--- config.mk ---
export PLATFORM = sky130hd
export DESIGN_NAME = ssd_scan_mux
export DESIGN_NICKNAME = d
export VERILOG_FILES = /design/src/rtl/ssd_scan_mux.sv
export SDC_FILE = /design/constraint.sdc
export NUM_CORES = 1
export LEC_CHECK = 0
export BUFFER_PORTS_ARGS = -buffer_cell sky130_fd_sc_hd__buf_2
export CORE_AREA = 2 2 60 90
export CTS_CLUSTER_DIAMETER = 60
export DETAILED_ROUTE_END_ITERATION = 6
export DIE_AREA = 0 0 62 92
export PLACE_DENSITY = 0.74
export SETUP_SLACK_MARGIN = 0.3
export SLEW_MARGIN = 0
export SYNTH_ARGS = -nofsm -noshare
export SYNTH_HDL_FRONTEND = slang
export SYNTH_SLANG_ARGS = --single-unit
--- constraint.sdc ---
create_clock -name clk_in -period 2.8 [get_ports clk_in]
set_input_delay 0.42 -clock clk_in [delete_from_list [all_inputs] [get_ports clk_in]]
set_output_delay 0.42 -clock clk_in [all_outputs]
set_load 0.01 [all_outputs]
--- src/rtl/ssd_scan_mux.sv ---
// Four-digit seven-segment scanner: one nibble per slot, one-hot digit enables, dead-time blanking.
// Optional leading-zero blanking is compiled in when SSD_SCAN_LZB_EN is defined.
module ssd_scan_mux #(
    parameter int CLK_HZ       = 16000000,
    parameter int DIGIT_HZ     = 1000,
    parameter int BLANK_CYCLES = 64
) (
    input  logic        clk_in,
    input  logic        rst_n,
    input  logic [15:0] value,
    output logic [3:0]  digit_value,
    output logic [3:0]  digit_sel,
    output logic        digit_blank,
    output logic        frame_done
);

    localparam int DIV = CLK_HZ / DIGIT_HZ;
    localparam int PW  = $clog2(DIV);
    localparam logic [PW-1:0] PRESC_MAX = PW'(DIV - 1);
    localparam logic [PW-1:0] BLANK_END = PW'(BLANK_CYCLES);

    typedef enum logic {
        ST_BLANK = 1'b0,
        ST_SHOW  = 1'b1
    } state_t;

    // A zero-length dead time means the slot opens directly in SHOW.
    localparam state_t ST_RESET = (BLANK_CYCLES > 0) ? ST_BLANK : ST_SHOW;

    logic [PW-1:0] r_presc;
    logic [1:0]    r_idx;
    logic [15:0]   r_shadow;
    logic          r_first;
    state_t        r_state;

    logic          w_wrap;
    logic [PW-1:0] w_presc_nxt;
    logic [1:0]    w_idx_nxt;
    state_t        w_state_nxt;
    logic          w_show;
    logic          w_frame_nxt;

    // Index of the most significant nonzero nibble; 0 when the whole word is zero.
    function automatic logic [1:0] top_digit(input logic [15:0] v);
        logic [1:0] r;
        r = 2'd0;
        for (int i = 1; i < 4; i++) begin
            if (v[4*i +: 4] != 4'h0) begin
                r = 2'(i);
            end else begin
                r = r;
            end
        end
        return r;
    endfunction

    // Next-state for the slot counter and digit index, plus the visibility of the current slot.
    always_comb begin
        w_wrap = (r_presc == PRESC_MAX);
        if (w_wrap) begin
            w_presc_nxt = '0;
            w_idx_nxt   = r_idx + 2'd1;
        end else begin
            w_presc_nxt = r_presc + PW'(1);
            w_idx_nxt   = r_idx;
        end
        if (w_presc_nxt < BLANK_END) begin
            w_state_nxt = ST_BLANK;
        end else begin
            w_state_nxt = ST_SHOW;
        end
`ifdef SSD_SCAN_LZB_EN
        w_show = (r_state == ST_SHOW) && (r_idx <= top_digit(r_shadow));
`else
        w_show = (r_state == ST_SHOW);
`endif
        w_frame_nxt = (w_presc_nxt == PRESC_MAX) && (w_idx_nxt == 2'd3);
    end

    // Scan state machine with registered display outputs.
    always_ff @(posedge clk_in or negedge rst_n) begin
        if (!rst_n) begin
            r_presc     <= '0;
            r_idx       <= 2'd0;
            r_shadow    <= 16'h0000;
            r_first     <= 1'b1;
            r_state     <= ST_RESET;
            digit_value <= 4'h0;
            digit_sel   <= 4'b0000;
            digit_blank <= 1'b1;
            frame_done  <= 1'b0;
        end else begin
            r_presc <= w_presc_nxt;
            r_idx   <= w_idx_nxt;
            r_first <= 1'b0;
            case (w_state_nxt)
                ST_BLANK: r_state <= ST_BLANK;
                ST_SHOW:  r_state <= ST_SHOW;
                default:  r_state <= ST_BLANK;
            endcase
            // Capture only at frame boundaries so a frame never mixes two counts.
            if (r_first || (w_wrap && (r_idx == 2'd3))) begin
                r_shadow <= value;
            end else begin
                r_shadow <= r_shadow;
            end
            digit_value <= r_shadow[{r_idx, 2'b00} +: 4];
            if (w_show) begin
                digit_sel   <= 4'b0001 << r_idx;
                digit_blank <= 1'b0;
            end else begin
                digit_sel   <= 4'b0000;
                digit_blank <= 1'b1;
            end
            frame_done <= w_frame_nxt;
        end
    end

endmodule

Word level (Yosys, flattened, before mapping)
Index checks and enable logic that the tools add are counted.
W data, S select, Z words.
{ "word_totals": {"reg_bits": 44, "inputBits": 18, "output_inout_bits": 10, "wordCells": 27} }
{ "classes": {"eq_ne": 4, "shifts": 2, "n_reduce_logical": 3, "order_cmp": 1, "n_addsub": 2, "n_mux": 6} }
{ "ops": {"columns": ["op", "n"], "rows": [
  ["$eq A14 B14 Y1 const B", 2],
  ["$shiftx A16 B5 Y4", 1],
  ["$add A14 B1 Y14 const B", 1],
  ["$lt A14 B7 Y1 const B", 1],
  ["$mux W14", 1],
  ["$eq A2 B2 Y1 const B", 2],
  ["$mux W4", 1],
  ["$shl A1 B2 Y4 const A", 1],
  ["$add A2 B1 Y2 const B", 1],
  ["$logic_and A1 B1 Y1", 2],
  ["$mux W1", 2],
  ["$mux W2", 1],
  ["$pmux W1 S2", 1],
  ["$logic_or A1 B1 Y1", 1]
]} }

Longest topological paths before layout
Gate-level depths: netlist of run 1.
{ "logic_depth": {"ltp_word": 5, "mapped_depth": 8, "ltp_nobuf": 6} }

Worst setup path before layout of run 1
No wires, ideal clock.
{ "synth_timing": {"path_kind": "flip-flop to flip-flop", "startpoint": "register r_presc[0]", "endpoint": "register r_state", "path_slack_ns": 0.736, "stages_incl_launch_ff": 8, "required_time_ns": 2.661, "path_buffers": 1, "arrival_time_ns": 1.925, "cell_sequence": "dfrtp_1 ha_1 and3_4 nand2_4 nor4_4 buf_6 nor2b_4 or4_1"} }
{ "synth_between": {"elab_chain_len": 5} }
{ "synth_rtl": {"columns": ["element", "line", "source"], "rows": [
  ["start, declared", "30", "logic [PW-1:0] r_presc;"],
  ["start signal, assigned", "93", "r_presc <= w_presc_nxt;"],
  ["$add A14 B1 Y14 or $eq A14 B14 Y1 (tied branches)", "64, 59", null],
  ["$mux W14 (*)", "60", "if (w_wrap) begin"],
  ["net w_presc_nxt[11]", "37", "logic [PW-1:0] w_presc_nxt;"],
  ["$lt A14 B7 Y1 (*)", "67", "if (w_presc_nxt < BLANK_END) begin"],
  ["$mux W1 (*)", "67", null],
  ["net w_state_nxt", "39", "state_t w_state_nxt;"],
  ["$pmux W1 S2 (*)", "96", "case (w_state_nxt)"],
  ["end signal, assigned", "97", "ST_BLANK: r_state <= ST_BLANK;"],
  ["end signal, assigned", "98", "ST_SHOW: r_state <= ST_SHOW;"],
  ["end signal, assigned", "99", "default: r_state <= ST_BLANK;"],
  ["end, declared", "34", "state_t r_state;"]
]} }
The timed path passes the listed nets; every way through them passes the cells marked *.
A chain may end at the register's enable or synchronous reset.

Final worst setup path of run 1
{ "layout_timing": {"startpoint": "register r_presc[0]", "endpoint": "register r_shadow[11]"} }
{ "layout_between": {"elab_chain_len": 3} }
{ "layout_rtl": {"columns": ["element", "line", "source"], "rows": [
  ["$eq A14 B14 Y1", "59", "w_wrap = (r_presc == PRESC_MAX);"],
  ["$logic_and A1 B1 Y1", "102", "if (r_first || (w_wrap && (r_idx == 2'd3))) begin"],
  ["$logic_or A1 B1 Y1", "102", null],
  ["end signal, assigned", "103", "r_shadow <= value;"],
  ["end signal, assigned", "105", "r_shadow <= r_shadow;"],
  ["end, declared", "32", "logic [15:0] r_shadow;"]
]} }
No other way between the ends.

==> run_results.csv, run 1 <==
group,metric,value,unit
sta,finalCriticalPeriod,2.34,ns
clock_network,clk_latency,0.30,ns
cells_and_area,nFillCells,473,
floorplan,core-area,5000,um2
logic_synthesis,syn-cell-area,2120,um2
power_and_ir_drop,ir_worst_vdd,170,uV
logic_synthesis,synth_warnings,0,
logic_synthesis,synthMuxAreaShare,0.127,
logic_synthesis,synth-simple-area-share,0.162,
logic_synthesis,yosysMostFrequentCell,"dfrtp_1",
global_routing,first_global_vias,1371,
floorplan,die_width,62,um
placement,dpl_cell_area,2270,um2
logic_synthesis,ys_types,44,
floorplan,io_pins,28,
placement,hpwl,2670,um
logic_synthesis,syn_inst,169,
route,via_count,1400,
sta,slew_headroom,0.378,
power_and_ir_drop,power.leakage,1.04,nW
logic_synthesis,ys.flop_type,"dfrtp_1",
cells_and_area,area_delta_synth_final,12.5,%
sta,period_share,0.836,
clock_network,clk_pin_slew,0.09,ns
cells_and_area,post-route-util,0.478,
sta,worst_slew_pin_slew,0.934,ns
worst_setup_path,cp.required,2.98,ns
floorplan,num_rows,32,
logic_synthesis,synthAdderAreaFrac,0.0294,
clock_network,root_buffer,"clkbuf_8",
placement,dp.cells,255,
cells_and_area,drive_gt1_frac,0.338,
floorplan,dieArea,5700,um2
global_routing,overflow,0,
logic_synthesis,synthTopCellsByCount,"dfrtp_1, mux2_2, nand2_1, nor2_1, xnor2_1",
cells_and_area,n_antenna_cell,0,
worst_setup_path,path_cells,"ha_1 > and3_4 > nand2_4 > nor4_4 > a21oi_2 > mux2_2",
clock_network,cts_buffers,5,
sta,rsz0062_at_grt,"no",
global_routing,grt_pass1_wl,6110,um
logic_synthesis,synth-xor-area-share,0.0577,
sta,skew,0.00777,ns
worst_setup_path,slowest_stage,"a21oi_2",
logic_synthesis,synth_edf_count,0,
worst_setup_path,path_buf_inv,0,
floorplan,initial_core_util,0.425,
logic_synthesis,ys_top_cells_by_area,"dfrtp_1, mux2_2, mux4_2",
clock_network,cts_hold_buf,0,
logic_synthesis,ys_seq_area_frac,0.519,
cells_and_area,multi_input_area,928,um2
route,wl_per_cell,14.1,um
global_routing,antenna_found_initial,0,
worst_setup_path,cp_top_family,"compound AO/OA/AOI/OAI gates",
sta,holdWs,0.257,ns
cells_and_area,fin_nets,217,
floorplan,dieHeight,92,um
logic_synthesis,avgSynthCellArea,12.6,um2
logic_synthesis,syn_nets,192,
logic_synthesis,yosysTopAreaCell,"dfrtp_1",
global_routing,grt_max_degree,45,
route,vias_per_cell,5.32,
power_and_ir_drop,power.density,518,nW/um2
logic_synthesis,ys_ff_latch,44,
status,status,"complete, no violations",
cells_and_area,seq_area,1100,um2
worst_setup_path,slowest_delay,0.69,ns
cells_and_area,instances_no_fill,263,
clock_network,cts-htree-levels,2,
logic_synthesis,synth_top_cell_area_share,0.495,
placement,port_buffers,27,
sta,setup_tns,0,ns
worst_setup_path,worstPathArrival,2.52,ns
route,drt_iter0_drc,69,
route,first_pass_iters,4,
flow_run,cap_violations,0,
clock_network,cts-resized-gates,0,
sta,slew_viol_final,0,
cells_and_area,final_cell_area,2390,um2
worst_setup_path,cp-end-kind,"register",
clock_network,cts_tree,"built",
logic_synthesis,synth_compound_area_frac,0.0589,
route,ant_nets,0,
sta,timing.fmax,0.427,GHz
logic_synthesis,synth_top_family_by_area,"simple AND/OR/NAND/NOR gates",
worst_setup_path,path_class,"register to register",
worst_setup_path,critPathLaunchType,"register",
clock_network,cts.sinks,44,
sta,finalSetupViolations,0,
route,drc,0,
placement,place.gp.congestion,0.839,
logic_synthesis,async_flop_share,1.00,
worst_setup_path,cp_max_fo,16,
hold_path,hold_class,"primary input to async pin",
sta,hold_viol,0,
global_routing,grt_usage,0.144,
route,wl,3700,um
clock_network,cts_setup_buffers,0,
clock_network,cts_buffer_depth,2,
==> per-layer routing <==
metal | GRT usage | wire length, um | share of wire | vias to the layer above
li1 | - | - | - | 656
met1 | 0.160 | 1500 | 0.40 | 701
met2 | 0.247 | 1970 | 0.53 | 33
met3 | 0.0296 | 124 | 0.033 | 10
met4 | 0.0709 | 112 | 0.030 | 0
met5 | 0 | 0 | 0 | -
==> worst paths after layout <==
| path | from | end | slack, ns | cells after the start |
|---|---|---|---|---|
| hold / removal | rst_n | r_presc[8]$_DFF_PN0_ | 0.26 | 1 |
| hold reg to reg | r_state$_DFF_PN0_ | digit_blank$_DFF_PN1_ | 0.45 | 1 |
| max in group asynchronous | rst_n | r_presc[5]$_DFF_PN0_ | 1.96 | 1 |
| setup reg to reg | r_presc[0]$_DFF_PN0_ | r_shadow[11]$_DFFE_PN0P_ | 0.46 | 6 |
| min in group clk_in | value[0] | r_shadow[0]$_DFFE_PN0P_ | 0.35 | 2 |
| setup / recovery | r_presc[0]$_DFF_PN0_ | r_shadow[11]$_DFFE_PN0P_ | 0.46 | 6 |
==> worst reg2reg max path: stages (launching register included) <==
cell and delay, ns:
dfrtp_1 0.44, ha_1 0.31, and3_4 0.21, nand2_4 0.09, nor4_4 0.07, a21oi_2 0.69
mux2_2 0.42
==> layout make-up <==
class,instances,area share
Multi-Input combinational cell,111,0.388
Clock inverter,3,0.0194
Tap cell,68,0.0356
Timing Repair Buffer,28,0.0597
Clock buffer,5,0.0288
Sequential cell,44,0.462
Inverter,4,0.00628
==> metrics by stage <==
| stage | power (mW) | setup slack, ns |
|---|---|---|
| after global routing | 1.30 | 0.331 |
| final | 1.24 | 0.459 |
| after global placement | 0.760 | 0.499 |
| after floorplan | 0.727 | 0.736 |
| after detailed placement | 0.763 | 0.446 |
| after CTS | 1.25 | 0.432 |
==> power breakdown <==
group          switching [mW]  internal, mW
clock network           0.223         0.269
logic                  0.0304        0.0400
registers              0.0123         0.665
total                   0.265         0.974
==> cells by family after synthesis <==
| family | Yosys count |
|---|---|
| buffers and inverters | 14 |
| xor gates and xnor gates | 14 |
| DFF | 44 |
| AOI/OAI and AO/OA | 16 |
| muxes | 20 |
| other | 1 |
| adders and majority gates | 5 |
| and+or+nand+nor | 55 |
==> cells in the final DEF (no fill, tap or decap), types with 2 or more instances in the layout <==
cell	instances
nor2_1	8
nand3_1	6
o22ai_1	2
dfrtp_1	42
mux4_2	4
clkbuf_8	5
xnor2_1	8
and2_1	7
nand4_1	7
nand2b_1	4
o311ai_1	2
dfstp_2	2
ha_1	5
inv_1	4
buf_2	27
a311oi_1	2
mux2_2	16
nand2_1	8
or4_1	2
and3_1	2
xor2_1	6
a41o_1	2
==> sequential cells by signal, indices dropped and copies added (netlist names) <==
register     flops
frame_done       1
digit_blank      1
r_first          1
r_state          1
digit_sel        4
r_idx            2
r_shadow        16
r_presc         14
digit_value      4
Note: power is estimated with default switching activity, not from simulation.
==> run 2: changes to the inputs <==
clock period = 2.2 ns   (was 2.8 ns; I/O delays follow)
==> run 2 against run 1 <==
Net effect:
- die area unchanged
- critical endpoint is now r_state$_DFF_PN0_
- first-iteration DRC count is 7.2% higher
- via count grew 4.3%
- flip-flop and latch count unchanged
- power rose by 29%
- non-clock buffer count grew 22
- global-route usage increased by 1.4 points
- setup slack worse by 0.21 ns
- largest power group unchanged
- clock skew is 0.0024 ns lower
- core utilization is 5.1 points higher
- clock-buffer cell count rose by 1
==> run_results.csv, run 2 (synthesized netlist as in run 1, its figures left out) <==
group,metric,value,unit
status,status,"complete, no violations",
floorplan,io_pins,28,
sta,finalSetupViolations,0,
clock_network,clk_latency,0.29,ns
cells_and_area,layout_top_registers,"r_shadow x16, r_presc x14",
cells_and_area,largest_register_ffs,16,
route,drt_iter0_drc,74,
global_routing,first_global_vias,1438,
clock_network,cts_buffers,5,
cells_and_area,drive_gt1_frac,0.484,
sta,timing.fmax,0.513,GHz
worst_setup_path,path_class,"register to register",
cells_and_area,fin_nets,239,
route,drc,0,
worst_setup_path,cp.required,2.37,ns
floorplan,initial_core_util,0.425,
clock_network,cts_buffer_depth,2,
placement,hpwl,2880,um
clock_network,root_buffer,"clkbuf_8",
global_routing,grt_max_degree,25,
hold_path,min_from,"value[0]",
route,ant_nets,0,
floorplan,dieArea,5700,um2
sta,hold_viol,0,
power_and_ir_drop,power.density,607,nW/um2
sta,slew_headroom,0.665,
floorplan,die_width,62,um
cells_and_area,area_delta_synth_final,24.4,%
worst_setup_path,slowest_delay,0.52,ns
worst_setup_path,path_cells,"ha_4 > and3_4 > nand2_4 > o31ai_1 > a21oi_1 > or4_4",
route,wl,4160,um
flow_run,cap_violations,0,
power_and_ir_drop,power.leakage,1.17,nW
sta,slew_viol_final,0,
cells_and_area,n_antenna_cell,0,
global_routing,grt_usage,0.158,
clock_network,clk_pin_slew,0.08,ns
clock_network,cts-htree-levels,2,
global_routing,grtUsageMet3,0.0353,
hold_path,hold_class,"primary input to register",
worst_setup_path,r2r_setup_slack,0.25,ns
cells_and_area,largest-register,"r_shadow",
sta,worst_slew_pin_slew,0.503,ns
cells_and_area,final_cell_mix,"dfrtp_1, buf_2, buf_4",
cells_and_area,instances_no_fill,285,
floorplan,core-area,5000,um2
worst_setup_path,cp-end-kind,"register",
worst_setup_path,worstPathArrival,2.12,ns
floorplan,num_rows,32,
route,first_pass_iters,4,
worst_setup_path,r2r-end,"r_state$_DFF_PN0_",
sta,period_share,0.887,
cells_and_area,mostFrequentLayoutCell,"dfrtp_1",
global_routing,overflow,0,
power_and_ir_drop,ir_worst_vdd,293,uV
worst_setup_path,r2r_cells,6,
hold_path,holdPathStages,2,
power_and_ir_drop,total_power,1.60,mW
sta,rsz0062_at_grt,"yes",
global_routing,grt_pass1_wl,6640,um
worst_setup_path,critPathLaunchType,"register",
placement,port_buffers,27,
clock_network,cts.sinks,44,
hold_path,hold_end,"r_shadow[0]$_DFFE_PN0P_",
placement,place.gp.congestion,0.972,
global_routing,globalRoute.busiestLayer,"met2",
route,vias_per_cell,5.12,
sta,skew,0.00537,ns
sta,setup_tns,0,ns
sta,holdWs,0.265,ns
global_routing,antenna_found_initial,0,
worst_setup_path,reg2reg_from,"r_presc[0]$_DFF_PN0_",
global_routing,met1_usage,0.185,
clock_network,cts_tree,"built",
worst_setup_path,slowest_stage,"or4_4",
route,via_count,1460,
route,wl_per_cell,14.6,um
global_routing,gr-usage-met2,0.263,
sta,finalCriticalPeriod,1.95,ns
worst_setup_path,cp_max_fo,5,
floorplan,dieHeight,92,um
placement,dp.cells,265,
==> run 2: cell types whose count changed in the layout (fill, tap and decap cells not counted), moves of 2 or more <==
| cell | before | now |
|---|---|---|
| nand3_1 | 6 | 4 |
| dfrtp_1 | 42 | 34 |
| o311ai_2 | 0 | 2 |
| and3_2 | 0 | 2 |
| or4_1 | 2 | 0 |
| buf_6 | 0 | 2 |
| nand3_2 | 0 | 2 |
| dfrtp_2 | 0 | 8 |
| or4_4 | 0 | 2 |
| o311ai_1 | 2 | 0 |
| and3_1 | 2 | 0 |
| buf_4 | 1 | 19 |
==> run 2: metrics by stage <==
step	setup slack [ns]	util	cell area (um2)
2_1_floorplan	0.312	-	2140
3_3_place_gp	0.228	0.475	2380
3_5_place_dp	0.197	0.475	2380
4_1_cts	0.285	0.516	2580
5_1_grt	0.214	0.528	2640
6_report	0.249	0.528	2640
==> run 2: layer usage <==
metal | part of all wire | up-vias
met5 | 0 | -
met4 | 0.016 | 0
met3 | 0.037 | 8
met2 | 0.55 | 51
met1 | 0.39 | 711
li1 | - | 690
==> run 2: critical path: cells and delay by family, from the launching register on <==
family          cells  cell delay (ns)
compound gates      2             0.44
fa+ha+maj           1             0.16
flops               1             0.43
simple gates        3             0.80
==> run 2: repair_timing <==
item                                    CTS  global route
pin swaps                                 4             5
endpoints found under the setup margin   18            18
cloned                                    0             0
hold endpoints to repair                  4             0
gates resized for setup                  11             7
hold buffers                              1             0
buffers inserted                          6             5
==> run 2: layout make-up <==
type / instances / area (um2)
Multi-Input combinational cell: 111 / 978
Timing Repair Buffer: 50 / 330
Clock buffer: 6 / 82.6
Fill cell: 434 / 2360
Sequential cell: 44 / 1110
Tap cell: 68 / 85.1
Inverter: 4 / 15.0
Clock inverter: 2 / 38.8
==> run 2: worst max path at each step <==
| stage | startpoint | slack, ns | endpoint | cells past startpoint |
|---|---|---|---|---|
| CTS | r_presc[1]$_DFF_PN0_ | 0.28 | r_state$_DFF_PN0_ | 7 |
| global placement | r_presc[10]$_DFF_PN0_ | 0.23 | r_state$_DFF_PN0_ | 6 |
| finish | r_presc[0]$_DFF_PN0_ | 0.25 | r_state$_DFF_PN0_ | 6 |
| detailed placement | r_presc[1]$_DFF_PN0_ | 0.20 | r_state$_DFF_PN0_ | 6 |
| global route | r_presc[1]$_DFF_PN0_ | 0.21 | r_state$_DFF_PN0_ | 7 |
| floorplan | r_presc[0]$_DFF_PN0_ | 0.31 | r_state$_DFF_PN0_ | 6 |
==> run 2: power by group <==
group	leakage (nW)	switching (mW)	internal [mW]
registers	0.538	0.0151	0.846
logic	0.568	0.0409	0.0590
clock network	0.0614	0.272	0.371
total	1.17	0.328	1.28
==> run 3: changes to the inputs <==
CELL_PAD_IN_SITES_DETAIL_PLACEMENT = 1   (was unset)
CELL_PAD_IN_SITES_GLOBAL_PLACEMENT = 1   (was unset)
PLACE_DENSITY = 0.86   (was 0.74)
==> run 3 against run 2 <==
Net effect:
- the flow now finishes with violations (negative hold slack)
- first-iteration DRC count down 24%
- sequential power up 0.7%
- power up 0.75%
- routed wire length grew 49%
==> run_results.csv, run 3 (synthesized netlist as in run 1, its figures left out) <==
group,metric,value,unit
worst_setup_path,slowest_stage,"or4_4",
cells_and_area,drive_gt1_frac,0.518,
floorplan,dieArea,5700,um2
cells_and_area,nFillCells,495,
route,drc,0,
floorplan,initial_core_util,0.425,
power_and_ir_drop,clock_power_share,0.390,
sta,hold_viol,20,
cells_and_area,largest_register_ffs,16,
placement,dp.cells,265,
route,wl_per_cell,21.0,um
cells_and_area,layout_top_registers,"r_shadow x16, r_presc x14",
route,wl,6190,um
clock_network,clk_pin_slew,0.09,ns
cells_and_area,instances_no_fill,294,
sta,skew,0.00869,ns
cells_and_area,area_delta_synth_final,32.4,%
power_and_ir_drop,ir_worst_vdd,300,uV
sta,timing.fmax,0.504,GHz
route,drt_iter0_drc,56,
clock_network,cts.sinks,44,
power_and_ir_drop,swShare,0.224,
floorplan,die_width,62,um
worst_setup_path,worstPathArrival,2.17,ns
power_and_ir_drop,power.leakage,1.24,nW
cells_and_area,n_antenna_cell,0,
global_routing,overflow,0,
sta,rsz0062_at_grt,"yes",
cells_and_area,final_cell_mix,"dfrtp_1, buf_2, buf_4",
placement,port_buffers,27,
power_and_ir_drop,combinationalPowerShare,0.074,
clock_network,cts_buffer_depth,2,
global_routing,grt_pass1_wl,9000,um
placement,place.gp.congestion,0.925,
flow_run,cap_violations,0,
cells_and_area,largest-register,"r_shadow",
floorplan,dieHeight,92,um
route,ant_nets,0,
sta,slew_headroom,0.653,
cells_and_area,fin_nets,248,
power_and_ir_drop,p_switching,0.362,mW
cells_and_area,multi_input_area,1070,um2
clock_network,cts_buffers,5,
sta,period_share,0.901,
global_routing,antenna_found_initial,0,
power_and_ir_drop,power.density,575,nW/um2
hold_path,hold_class,"primary input to async pin",
global_routing,grt_max_degree,24,
route,via_count,1662,
status,status,"finished with violations",
sta,finalSetupViolations,0,
global_routing,first_global_vias,1772,
worst_setup_path,cp.required,2.38,ns
sta,finalCriticalPeriod,1.98,ns
worst_setup_path,cp_max_fo,4,
sta,holdWs,-0.0180,ns
route,vias_per_cell,5.65,
floorplan,core-area,5000,um2
sta,slew_viol_final,0,
status,failed_checks,"negative hold slack",
clock_network,clk_latency,0.31,ns
power_and_ir_drop,power.share.sequential,0.536,
cells_and_area,seq_area,1110,um2
floorplan,num_rows,32,
clock_network,cts-htree-levels,2,
cells_and_area,mostFrequentLayoutCell,"dfrtp_1",
placement,hpwl,3730,um
worst_setup_path,path_class,"register to register",
power_and_ir_drop,p_int,1.25,mW
sta,worst_slew_pin_slew,0.520,ns
clock_network,cts_tree,"built",
floorplan,io_pins,28,
worst_setup_path,slowest_delay,0.44,ns
worst_setup_path,path_cells,"ha_4 > and3_4 > buf_4 > nand4_1 > xor2_1 > o211ai_1 > or4_4",
clock_network,root_buffer,"clkbuf_8",
worst_setup_path,cp-end-kind,"register",
route,first_pass_iters,4,
power_and_ir_drop,total_power,1.62,mW
global_routing,grt_usage,0.224,
worst_setup_path,critPathLaunchType,"register",
[run 3: cell count changes in the layout (fill, tap and decap cells not counted), sizes merged]
cell / delta
dlygate4sd3: -1
clkbuf: +1
buf: +9
[run 3: what timing repair did]
| item | CTS | global route |
|---|---|---|
| hold buffers | 0 | 0 |
| setup endpoints to repair | 18 | 18 |
| buffers inserted | 12 | 8 |
| pin swaps | 2 | 5 |
| cloned | 0 | 1 |
| gates resized for setup | 12 | 22 |
| endpoints found under the hold margin | 0 | 0 |
[run 3: final cells by class]
class | count | area share
sequential | 44 | 0.395
multi-input combinational | 111 | 0.379
timing repair buffer | 59 | 0.151
tap | 68 | 0.0302
clock buffer | 6 | 0.0258
clock inverter | 2 | 0.0125
inverter | 4 | 0.00534
[run 3: metrics by stage]
stage	area [um2]	setup WS (ns)	utilization	setup TNS [ns]
2_1_floorplan	2140	0.312	-	0
3_3_place_gp	2380	0.0663	0.475	0
3_5_place_dp	2380	-0.00286	0.475	-0.00286
4_1_cts	2640	0.303	0.527	0
5_1_grt	2810	0.169	0.562	0
6_report	2810	0.217	0.562	0
[run 3: metal layers]
layer  GRT usage  vias to the layer above  part of all wire
met3      0.0451                       32             0.032
met4       0.149                        0             0.062
met1       0.221                      851              0.35
li1            -                      715                 -
met5           0                        -                 0
met2       0.392                       64              0.56
[run 3: worst max-delay path, delay by kind of cell, from the launching register on]
kind                       cells  cell delay [ns]
and+or+nand+nor                3             0.79
buffers and inverters          1             0.14
xor gates and xnor gates       1             0.24
adders and majority gates      1             0.16
AOI/OAI and AO/OA              1             0.13
DFF                            1             0.40
[run 3: path summary, 6_finish.rpt]
path,end,slack (ns),start,cells past startpoint
worst max-delay path,r_state$_DFF_PN0_,0.22,r_presc[1]$_DFF_PN0_,7
worst min-delay path,r_shadow[4]$_DFFE_PN0P_,-0.02,rst_n,1
worst max register to register,r_state$_DFF_PN0_,0.22,r_presc[1]$_DFF_PN0_,7
worst min register to register,digit_blank$_DFF_PN1_,0.47,r_state$_DFF_PN0_,1
max in group asynchronous,digit_blank$_DFF_PN1_,1.63,rst_n,2
min in group clk_in,r_shadow[1]$_DFFE_PN0P_,0.25,value[1],2
[run 3: power groups by stage]
stage / registers [mW] / logic (mW) / clock network, mW
2_1_floorplan: 0.877 / 0.0474 / 0
3_3_place_gp: 0.877 / 0.0937 / 0
3_5_place_dp: 0.881 / 0.0999 / 0
4_1_cts: 0.865 / 0.104 / 0.632
5_1_grt: 0.871 / 0.130 / 0.688
6_report: 0.867 / 0.120 / 0.630
